==> src/rtl/pxie_c2h_rd_sched_if.sv <==
// Signal bundle for pxie_c2h_rd_sched: read request, shared RAM read port,
// C2H transmit stream and transfer status.
interface pxie_c2h_rd_sched_if;
  localparam int unsigned AW = 16;
  localparam int unsigned DW = 128;

  logic [AW-1:0] I_c2h_addr;
  logic [AW-1:0] I_c2h_len;
  logic          I_c2h_en;
  logic          I_sys_wren;
  logic [AW-1:0] O_ram_addr;
  logic          O_ram_rden;
  logic [DW-1:0] I_ram_rdata;
  logic [DW-1:0] O_tx_data;
  logic          O_tx_vld;
  logic          I_tx_rdy;
  logic          O_tx_last;
  logic          O_busy;
  logic          O_done;
  logic          O_c2h_drop;

  modport master (
    output I_c2h_addr, I_c2h_len, I_c2h_en, I_sys_wren, I_ram_rdata, I_tx_rdy,
    input  O_ram_addr, O_ram_rden, O_tx_data, O_tx_vld, O_tx_last,
           O_busy, O_done, O_c2h_drop
  );

  modport slave (
    input  I_c2h_addr, I_c2h_len, I_c2h_en, I_sys_wren, I_ram_rdata, I_tx_rdy,
    output O_ram_addr, O_ram_rden, O_tx_data, O_tx_vld, O_tx_last,
           O_busy, O_done, O_c2h_drop
  );
endinterface

==> src/rtl/pxie_c2h_rd_sched.sv <==
// Card-to-host read scheduler: reads a word range from shared RAM (yielding to
// host writes) into a credit-limited FWFT FIFO feeding the C2H stream.
// Optional header beat enabled by defining PXIE_C2H_HEADER_EN.
module pxie_c2h_rd_sched #(
  parameter int unsigned RD_LAT     = 2,
  parameter int unsigned FIFO_DEPTH = 4
) (
  input  logic               I_PXIE_CLK,
  input  logic               I_Rst_n,
  pxie_c2h_rd_sched_if.slave bus
);
  localparam int unsigned AW = 16;
  localparam int unsigned DW = 128;
  localparam int unsigned PW = $clog2(FIFO_DEPTH);
  localparam int unsigned CW = $clog2(FIFO_DEPTH + 1);

  typedef enum logic [2:0] {
    ST_IDLE,
`ifdef PXIE_C2H_HEADER_EN
    ST_HDR,
`endif
    ST_READ,
    ST_DRAIN,
    ST_DONE
  } state_e;

  state_e          state_q, state_d;
  logic [AW-1:0]   cur_addr_q;
  logic [AW-1:0]   rem_q;
  logic [AW-1:0]   len_q;
  logic [AW-1:0]   sent_q;
  logic [CW-1:0]   inflight_q;
  logic [CW-1:0]   fifo_cnt_q;
  logic [PW-1:0]   wr_ptr_q;
  logic [PW-1:0]   rd_ptr_q;
  logic [RD_LAT-1:0] rd_sr_q;
  logic [DW-1:0]   mem [FIFO_DEPTH];

  logic accept_c;
  logic issue_c;
  logic hdr_vld_c;
  logic push_c;
  logic pop_c;
  logic fifo_vld_c;
  logic last_c;
  logic credit_ok_c;

  // A word leaves the read pipe RD_LAT cycles after its strobe
  assign push_c      = rd_sr_q[RD_LAT-1];
  assign fifo_vld_c  = (fifo_cnt_q != '0);
  assign pop_c       = fifo_vld_c && bus.I_tx_rdy;
  assign last_c      = fifo_vld_c && (sent_q == len_q - 16'd1);
  // Credit ignores a same-cycle pop so every in-flight word owns a slot
  assign credit_ok_c = ((CW+1)'(inflight_q) + (CW+1)'(fifo_cnt_q)) < (CW+1)'(FIFO_DEPTH);

  always_ff @(posedge I_PXIE_CLK or negedge I_Rst_n) begin
    if (!I_Rst_n) state_q <= ST_IDLE;
    else          state_q <= state_d;
  end

  always_comb begin
    state_d   = state_q;
    accept_c  = 1'b0;
    issue_c   = 1'b0;
    hdr_vld_c = 1'b0;
    case (state_q)
      ST_IDLE: begin
        if (bus.I_c2h_en) begin
          accept_c = 1'b1;
          if (bus.I_c2h_len == '0) state_d = ST_DONE;
`ifdef PXIE_C2H_HEADER_EN
          else                     state_d = ST_HDR;
`else
          else                     state_d = ST_READ;
`endif
        end
      end
`ifdef PXIE_C2H_HEADER_EN
      ST_HDR: begin
        hdr_vld_c = 1'b1;
        if (bus.I_tx_rdy) state_d = ST_READ;
      end
`endif
      ST_READ: begin
        issue_c = (rem_q != '0) && !bus.I_sys_wren && credit_ok_c;
        if (issue_c && (rem_q == 16'd1)) state_d = ST_DRAIN;
      end
      ST_DRAIN: begin
        if (pop_c && last_c) state_d = ST_DONE;
      end
      ST_DONE: state_d = ST_IDLE;
      default: state_d = ST_IDLE;
    endcase
  end

  // Transfer counters and credit bookkeeping
  always_ff @(posedge I_PXIE_CLK or negedge I_Rst_n) begin
    if (!I_Rst_n) begin
      cur_addr_q <= '0;
      rem_q      <= '0;
      len_q      <= '0;
      sent_q     <= '0;
      inflight_q <= '0;
      fifo_cnt_q <= '0;
      wr_ptr_q   <= '0;
      rd_ptr_q   <= '0;
      rd_sr_q    <= '0;
    end else begin
      if (accept_c) begin
        cur_addr_q <= bus.I_c2h_addr;
        rem_q      <= bus.I_c2h_len;
        len_q      <= bus.I_c2h_len;
        sent_q     <= '0;
      end else begin
        if (issue_c) begin
          cur_addr_q <= cur_addr_q + 16'd1;
          rem_q      <= rem_q - 16'd1;
        end
        if (pop_c) sent_q <= sent_q + 16'd1;
      end
      inflight_q <= inflight_q + CW'(issue_c) - CW'(push_c);
      fifo_cnt_q <= fifo_cnt_q + CW'(push_c) - CW'(pop_c);
      if (push_c) wr_ptr_q <= wr_ptr_q + PW'(1);
      if (pop_c)  rd_ptr_q <= rd_ptr_q + PW'(1);
      rd_sr_q[0] <= issue_c;
      for (int i = 1; i < int'(RD_LAT); i++) rd_sr_q[i] <= rd_sr_q[i-1];
    end
  end

  always_ff @(posedge I_PXIE_CLK) begin
    if (push_c) mem[wr_ptr_q] <= bus.I_ram_rdata;
  end

  assign bus.O_ram_rden = issue_c;
  assign bus.O_ram_addr = cur_addr_q;
  assign bus.O_tx_vld   = hdr_vld_c | fifo_vld_c;
  assign bus.O_tx_last  = last_c;
  assign bus.O_busy     = (state_q != ST_IDLE);
  assign bus.O_done     = (state_q == ST_DONE);
  assign bus.O_c2h_drop = bus.I_c2h_en && (state_q != ST_IDLE);

`ifdef PXIE_C2H_HEADER_EN
  logic [AW-1:0] start_addr_q;
  logic [DW-1:0] hdr_word;

  always_ff @(posedge I_PXIE_CLK or negedge I_Rst_n) begin
    if (!I_Rst_n)      start_addr_q <= '0;
    else if (accept_c) start_addr_q <= bus.I_c2h_addr;
  end

  assign hdr_word      = {64'h0, 16'heb9c, 16'h1010, len_q, start_addr_q};
  assign bus.O_tx_data = hdr_vld_c ? hdr_word : (fifo_vld_c ? mem[rd_ptr_q] : '0);
`else
  assign bus.O_tx_data = fifo_vld_c ? mem[rd_ptr_q] : '0;
`endif

endmodule

==> src/flat_wrapper.sv <==
// flat-port wrapper written by rule: the top's interface ports become plain ports
module pxie_c2h_rd_sched_flat 
#(
  parameter int unsigned RD_LAT     = 2,
  parameter int unsigned FIFO_DEPTH = 4
)
  (I_PXIE_CLK, I_Rst_n, bus_I_c2h_addr, bus_I_c2h_len, bus_I_c2h_en, bus_I_sys_wren, bus_I_ram_rdata, bus_I_tx_rdy, bus_O_ram_addr, bus_O_ram_rden, bus_O_tx_data, bus_O_tx_vld, bus_O_tx_last, bus_O_busy, bus_O_done, bus_O_c2h_drop);
  pxie_c2h_rd_sched_if bus_i ();
  input  logic I_PXIE_CLK;
  input  logic I_Rst_n;
  input wire logic [$bits(bus_i.I_c2h_addr)-1:0] bus_I_c2h_addr;
  input wire logic [$bits(bus_i.I_c2h_len)-1:0] bus_I_c2h_len;
  input wire logic [$bits(bus_i.I_c2h_en)-1:0] bus_I_c2h_en;
  input wire logic [$bits(bus_i.I_sys_wren)-1:0] bus_I_sys_wren;
  input wire logic [$bits(bus_i.I_ram_rdata)-1:0] bus_I_ram_rdata;
  input wire logic [$bits(bus_i.I_tx_rdy)-1:0] bus_I_tx_rdy;
  output wire logic [$bits(bus_i.O_ram_addr)-1:0] bus_O_ram_addr;
  output wire logic [$bits(bus_i.O_ram_rden)-1:0] bus_O_ram_rden;
  output wire logic [$bits(bus_i.O_tx_data)-1:0] bus_O_tx_data;
  output wire logic [$bits(bus_i.O_tx_vld)-1:0] bus_O_tx_vld;
  output wire logic [$bits(bus_i.O_tx_last)-1:0] bus_O_tx_last;
  output wire logic [$bits(bus_i.O_busy)-1:0] bus_O_busy;
  output wire logic [$bits(bus_i.O_done)-1:0] bus_O_done;
  output wire logic [$bits(bus_i.O_c2h_drop)-1:0] bus_O_c2h_drop;
  assign bus_i.I_c2h_addr = bus_I_c2h_addr;
  assign bus_i.I_c2h_len = bus_I_c2h_len;
  assign bus_i.I_c2h_en = bus_I_c2h_en;
  assign bus_i.I_sys_wren = bus_I_sys_wren;
  assign bus_i.I_ram_rdata = bus_I_ram_rdata;
  assign bus_i.I_tx_rdy = bus_I_tx_rdy;
  assign bus_O_ram_addr = bus_i.O_ram_addr;
  assign bus_O_ram_rden = bus_i.O_ram_rden;
  assign bus_O_tx_data = bus_i.O_tx_data;
  assign bus_O_tx_vld = bus_i.O_tx_vld;
  assign bus_O_tx_last = bus_i.O_tx_last;
  assign bus_O_busy = bus_i.O_busy;
  assign bus_O_done = bus_i.O_done;
  assign bus_O_c2h_drop = bus_i.O_c2h_drop;
  pxie_c2h_rd_sched #(.RD_LAT(RD_LAT), .FIFO_DEPTH(FIFO_DEPTH)) u_core (.I_PXIE_CLK(I_PXIE_CLK), .I_Rst_n(I_Rst_n), .bus(bus_i));
endmodule
==> config.mk <==
export PLATFORM = sky130hd
export DESIGN_NAME = pxie_c2h_rd_sched_flat
export DESIGN_NICKNAME = d
export VERILOG_FILES = /design/src/rtl/pxie_c2h_rd_sched_if.sv /design/src/rtl/pxie_c2h_rd_sched.sv /design/src/flat_wrapper.sv
export SDC_FILE = /design/constraint.sdc
export NUM_CORES = 1
export LEC_CHECK = 0
export BUFFER_PORTS_ARGS = -buffer_cell sky130_fd_sc_hd__buf_2
export CAP_MARGIN = 20
export CORE_ASPECT_RATIO = 0.8
export CORE_MARGIN = 2
export CORE_UTILIZATION = 58
export DETAILED_ROUTE_END_ITERATION = 10
export GPL_TIMING_DRIVEN = 0
export MAX_ROUTING_LAYER = met4
export PLACE_DENSITY = 0.8
export SLEW_MARGIN = 10
export SYNTH_ARGS = -nofsm -noshare
export SYNTH_HDL_FRONTEND = slang
export SYNTH_SLANG_ARGS = --single-unit
export TNS_END_PERCENT = 100
==> constraint.sdc <==
create_clock -name I_PXIE_CLK -period 5.7 [get_ports I_PXIE_CLK]
set_input_delay 0.855 -clock I_PXIE_CLK [delete_from_list [all_inputs] [get_ports I_PXIE_CLK]]
set_output_delay 0.855 -clock I_PXIE_CLK [all_outputs]
set_load 0.01 [all_outputs]
# After elaboration in Yosys (flattened, before gate mapping)
# Memories as Yosys holds them, arrays and structs flattened.
# Index checks and enable logic that the tools add are counted.
[op_classes]
addsub = 11
n_lt_le_gt_ge = 1
n_eq_ne = 8
n_mux = 17
reduce_logical = 16
[ops]
columns = ["cell", "n"]
rows = [
  ["two-way mux 128 bit", 1],
  ["two-way mux 16 bit", 6],
  ["adder 16 x 1 -> 16 bit (second input constant)", 2],
  ["subtractor 16 x 1 -> 16 bit (second input constant)", 2],
  ["equality test 16 x 1 -> 1 bit (second input constant)", 1],
  ["equality test 16 bit", 1],
  ["zero test 16 bit", 1],
  ["nonzero test 16 bit", 1],
  ["two-way mux 3 bit", 3],
  ["one-hot mux 3 bit (3 select lines)", 1],
  ["logical AND 1 bit", 7],
  ["adder 3 x 1 -> 3 bit", 2],
  ["equality test 3 x 2 -> 1 bit (second input constant)", 2],
  ["nonzero test 3 bit", 2],
  ["subtractor 3 x 1 -> 3 bit", 2],
  ["two-way mux 1 bit", 5],
  ["adder 2 x 1 -> 2 bit (second input constant)", 2],
  ["adder 3 x 3 -> 4 bit", 1],
  ["less-than comparator 4 x 3 -> 1 bit (second input constant)", 1],
  ["inequality test 2 x 1 -> 1 bit (second input constant)", 2],
  ["nonzero test 2 bit", 2],
  ["equality test 3 x 1 -> 1 bit (second input constant)", 1],
  ["zero test 3 bit", 1],
  ["AND reduction 3 bit", 1],
  ["3 further kinds", 3],
]
[totals]
reg_bits = 79
mem_bits_rw = 512
in_bits = 165
output_inout_bits = 150
elab_cells = 64
mem_count = 1
[mem_list]
columns = ["memory", "depth", "word_bits", "rd", "rd_clocked_by_memory_dff", "write_ports", "line_no", "text"]
rows = [
  ["u_core.mem", 4, 128, 1, 0, 1, "pxie_c2h_rd_sched.sv:37", "logic [DW-1:0] mem [FIFO_DEPTH];"],
]

# Depth between registers and ports, before layout
[logic_depth]
ltp_word = 6
mapped_depth = 13
depth_no_buf = 12

# Worst setup path after synthesis
# OpenSTA, ideal clock, no wires.
[synth_timing]
kind = "register -> register"
start = "register u_core.wr_ptr_q[0]"
end = "memory u_core.mem[2][0] (enable)"
setup_time_ns = 0.502
t_arrival_ns = 3.553
required_ns = 5.198
setup_slack_ns = 1.645
stages_incl_launch_ff = 4
path_buffers = 0
period_less_slack_ns = 4.055
path_cell_list = "dfrtp_1 inv_1 ha_1 and2_1"
[synth_lines]
columns = ["item", "line_no", "text"]
rows = [
  ["start: declaration", "pxie_c2h_rd_sched.sv:34", "logic [PW-1:0] wr_ptr_q;"],
  ["start signal: assignment", "pxie_c2h_rd_sched.sv:123", "if (push_c) wr_ptr_q <= wr_ptr_q + PW'(1);"],
  ["end: declaration", "pxie_c2h_rd_sched.sv:37", ""],
]
# No word-level cell before the write port.

# Final worst setup path
[layout_timing]
start = "register u_core.rd_ptr_q[0]"
end = "output bus_O_tx_data[81]"
[layout_between]
elab_chain_cells = 2
[layout_rtl]
columns = ["item", "line_no", "text"]
rows = [
  ["start: declaration", "pxie_c2h_rd_sched.sv:35", "logic [PW-1:0] rd_ptr_q;"],
  ["start signal: assignment", "pxie_c2h_rd_sched.sv:124", "if (pop_c) rd_ptr_q <= rd_ptr_q + PW'(1);"],
  ["memory read (4 x 128 bit)", "-", ""],
  ["two-way mux 128 bit", "pxie_c2h_rd_sched.sv:154", "assign bus.O_tx_data = fifo_vld_c ? mem[rd_ptr_q] : '0;"],
  ["end: declaration", "flat_wrapper.sv:19", "output wire logic [$bits(bus_i.O_tx_data)-1:0] bus_O_tx_data;"],
]
# Every way passes these cells.

==> flow_metrics.env <==
export IMPL_grt_max_degree=52
export IMPL_ios=315
export IMPL_cts_resized=0
export IMPL_vias_per_cell=5.69
export IMPL_start_kind="register"
export IMPL_cp_end_kind="output port"
export IMPL_rows=66
export IMPL_syn_inst=1294
export IMPL_synth_simple_area_share_pct=7.59
export IMPL_grt_overflow=0
export IMPL_core_area_um2=40500
export IMPL_clock_sinks=590
export IMPL_hold_viol=0
export IMPL_grt_pass1_vias=13400
export IMPL_antenna_found_initial=15
export IMPL_fin_util_pct=69.1
export IMPL_maxCapViolations=0
export IMPL_cts_buffers=55
export IMPL_synth_edf_count=512
export IMPL_synth_xor_area_share_pct=2.48
export IMPL_tritoncts="built"
export IMPL_worst_pin_slew_ns=0.926
export IMPL_finalWorstSetupSlack_ns=1.45
export IMPL_final_antenna_net_count=0
export IMPL_clk_latency_ns=0.58
export IMPL_cts_path_max_buffers=3
export IMPL_synthesis_nets=1480
export IMPL_wl_per_cell_um=22.2
export IMPL_cts_setup_buffers=0
export IMPL_dpl_hpwl_um=32700
export IMPL_drc=0
export IMPL_drive_gt1_share_pct=32.1
export IMPL_synth_area_leader_cell="edfxtp_1"
export IMPL_yosys_top_cells_area="edfxtp_1 65%, mux4_2 12%, dfrtp_1 8.2%"
export IMPL_dominantRegCellSynth="edfxtp_1"
export IMPL_vdd_ir_drop_max_mv=0.274
export IMPL_stdcell_area_um2=28000
export IMPL_outcome="complete, no violations"
export IMPL_fin_crit_ns=4.25
export IMPL_htreeDepth=2
export IMPL_yosys_cell_count_top_type="edfxtp_1"
export IMPL_yosysSeqAreaShare_pct=73.1
export IMPL_drt_iter0_drc=1061
export IMPL_port_buffers=314
export IMPL_die_y_um=185
export IMPL_cts_hold_buf=0
export IMPL_synth_adder_area_share_pct=1.17
export IMPL_min_period_over_period_pct=74.6
export IMPL_fp_dieW_um=230
export IMPL_clock_skew_ns=0.0158
export IMPL_critPathMaxFanout=10
export IMPL_dpl_cell_area_um2=26200
export IMPL_max_freq_mhz=235
export IMPL_route_final_wire_length_um=50600
export IMPL_start_util_pct=58.6
export IMPL_worstHoldPathType="input pin to async pin"
export IMPL_critPathKind="register to output port"
export IMPL_p_leak_nw=10.1
export IMPL_ys_warn_count=0
export IMPL_grtUsageTotal_pct=24.5
export IMPL_yosysTopAreaCellShare_pct=64.9
export IMPL_synth_top_cells_by_count="512 x edfxtp_1, 136 x and2_1, 128 x mux4_2"
export IMPL_grt_pass1_wl_um=76200
export IMPL_ys_ff_latch=590
export IMPL_clock_root_buffer="clkbuf_16"
export IMPL_powerDensity_nw_per_um2=417
export IMPL_ys_types=53
export IMPL_fp_dieArea_um2=42500
export IMPL_synth_top_family_by_area="multiplexers"
export IMPL_place_gp_congestion=0.879
export IMPL_cp_arrival_ns=3.40
export IMPL_place_ws_ns=1.75
export IMPL_worstPathRequired_ns=4.85
export IMPL_setup_tns_ns=0
export IMPL_synth_area_um2=23700
export IMPL_path_clk_slew_ns=0.06
export IMPL_muxShareOfSynthArea_pct=12.3
export IMPL_final_net_count=1862
export IMPL_avgSynthCellArea_um2=18.3
export IMPL_first_pass_iters=5
export IMPL_areaGrowthSynthToFinish_pct=18.0
export IMPL_synth_compound_area_share_pct=1.89
export IMPL_rsz0062_at_grt="no"
export IMPL_setup_viol_count_final=0
export IMPL_finalMaxSlewViolations=0
export IMPL_vias=13000
export IMPL_slew_headroom_pct=37.8
export IMPL_synth_async_reset_ratio_pct=13.2
[report_power, final]
part,internal [mW],switching [mW],total (mW)
Clock,1.95,1.55,3.50
Combinational,1.62,1.77,3.39
Sequential,4.73,0.0366,4.77
[registers in the layout, indices dropped and copies added, names as in the netlist]
signal,flops
u_core.rd_sr_q,2
u_core.rd_ptr_q,2
u_core.mem,512
u_core.state_q,2
u_core.sent_q,16
u_core.len_q,16
u_core.rem_q,16
u_core.inflight_q,3
u_core.wr_ptr_q,2
u_core.bus.O_ram_addr,16
u_core.fifo_cnt_q,3
[cells in the final DEF, fill, tap and decap left out, types with 12 or more instances in the layout]
| master | n |
|---|---|
| inv_1 | 21 |
| xor2_1 | 37 |
| nand3_1 | 16 |
| clkinv_1 | 12 |
| nor2_1 | 36 |
| edfxtp_1 | 512 |
| nand2_1 | 79 |
| mux4_2 | 128 |
| diode_2 | 14 |
| and2_1 | 132 |
| clkinv_2 | 15 |
| buf_2 | 314 |
| dfrtp_1 | 78 |
| buf_1 | 17 |
| clkbuf_16 | 56 |
| xnor2_1 | 30 |
| nor4_1 | 12 |
| o21ai_0 | 33 |
| clkbuf_1 | 53 |
| ha_1 | 19 |
[final timing paths]
| check | endpoint | from | depth (start not counted) | slack, ns |
|---|---|---|---|---|
| min reg2reg | u_core.rd_sr_q[1] | u_core.rd_sr_q[0] | 0 | 0.35 |
| max reg2reg | u_core.inflight_q[2] | u_core.fifo_cnt_q[2] | 13 | 2.10 |
| min | u_core.state_q[0] | I_Rst_n | 1 | 0.25 |
| max | bus_O_tx_data[81] | u_core.rd_ptr_q[0] | 6 | 1.45 |
| max in group asynchronous | u_core.wr_ptr_q[0] | I_Rst_n | 2 | 4.84 |
| min in group I_PXIE_CLK | u_core.rd_sr_q[1] | u_core.rd_sr_q[0] | 0 | 0.35 |
[layer usage]
layer	GRT usage (%)	share of wire [%]	wire, um
met1	32.4	41	20800
met2	39.4	50	25300
met3	5.85	7.3	3700
met4	5.29	1.7	872
met5	-	0	0
[layout make-up]
type                    count  area [um2]
flip-flops and latches    590       17300
fillers                  2619       12500
multi-input cells         620        6040
repair buffers            325        1830
clock buffers              68        1460
well taps                 544         681
clock inverters            35         259
plain buffers              62         249
inverters                  22        82.6
diodes                     14        35.0
[cell families (layout without fill, tap and decap cells)]
group,after synthesis,in the layout
flops,590,590
simple gates,330,330
mux,132,132
buf+inv,84,512
compound gates,70,70
xor+xnor,67,67
fa+ha+maj,21,21
other cells,0,14
[worst max-delay path, stage by stage, from the launching register on]
cell      delay, ns
dfrtp_1        0.32
clkbuf_1       0.22
clkbuf_1       0.59
buf_1          0.76
mux4_2         0.59
and2_1         0.18
buf_2          0.15
[stage by stage]
stage          hold WS (ns)  total power [mW]  std cells
3_3_place_gp          0.335              8.21       2152
4_1_cts               0.235              11.8       2264
3_5_place_dp          0.339              8.26       2161
6_report              0.246              11.7       2280
2_1_floorplan         0.331              7.00       1294
5_1_grt               0.273              12.2       2280
Power figures use the tool's default switching activity.
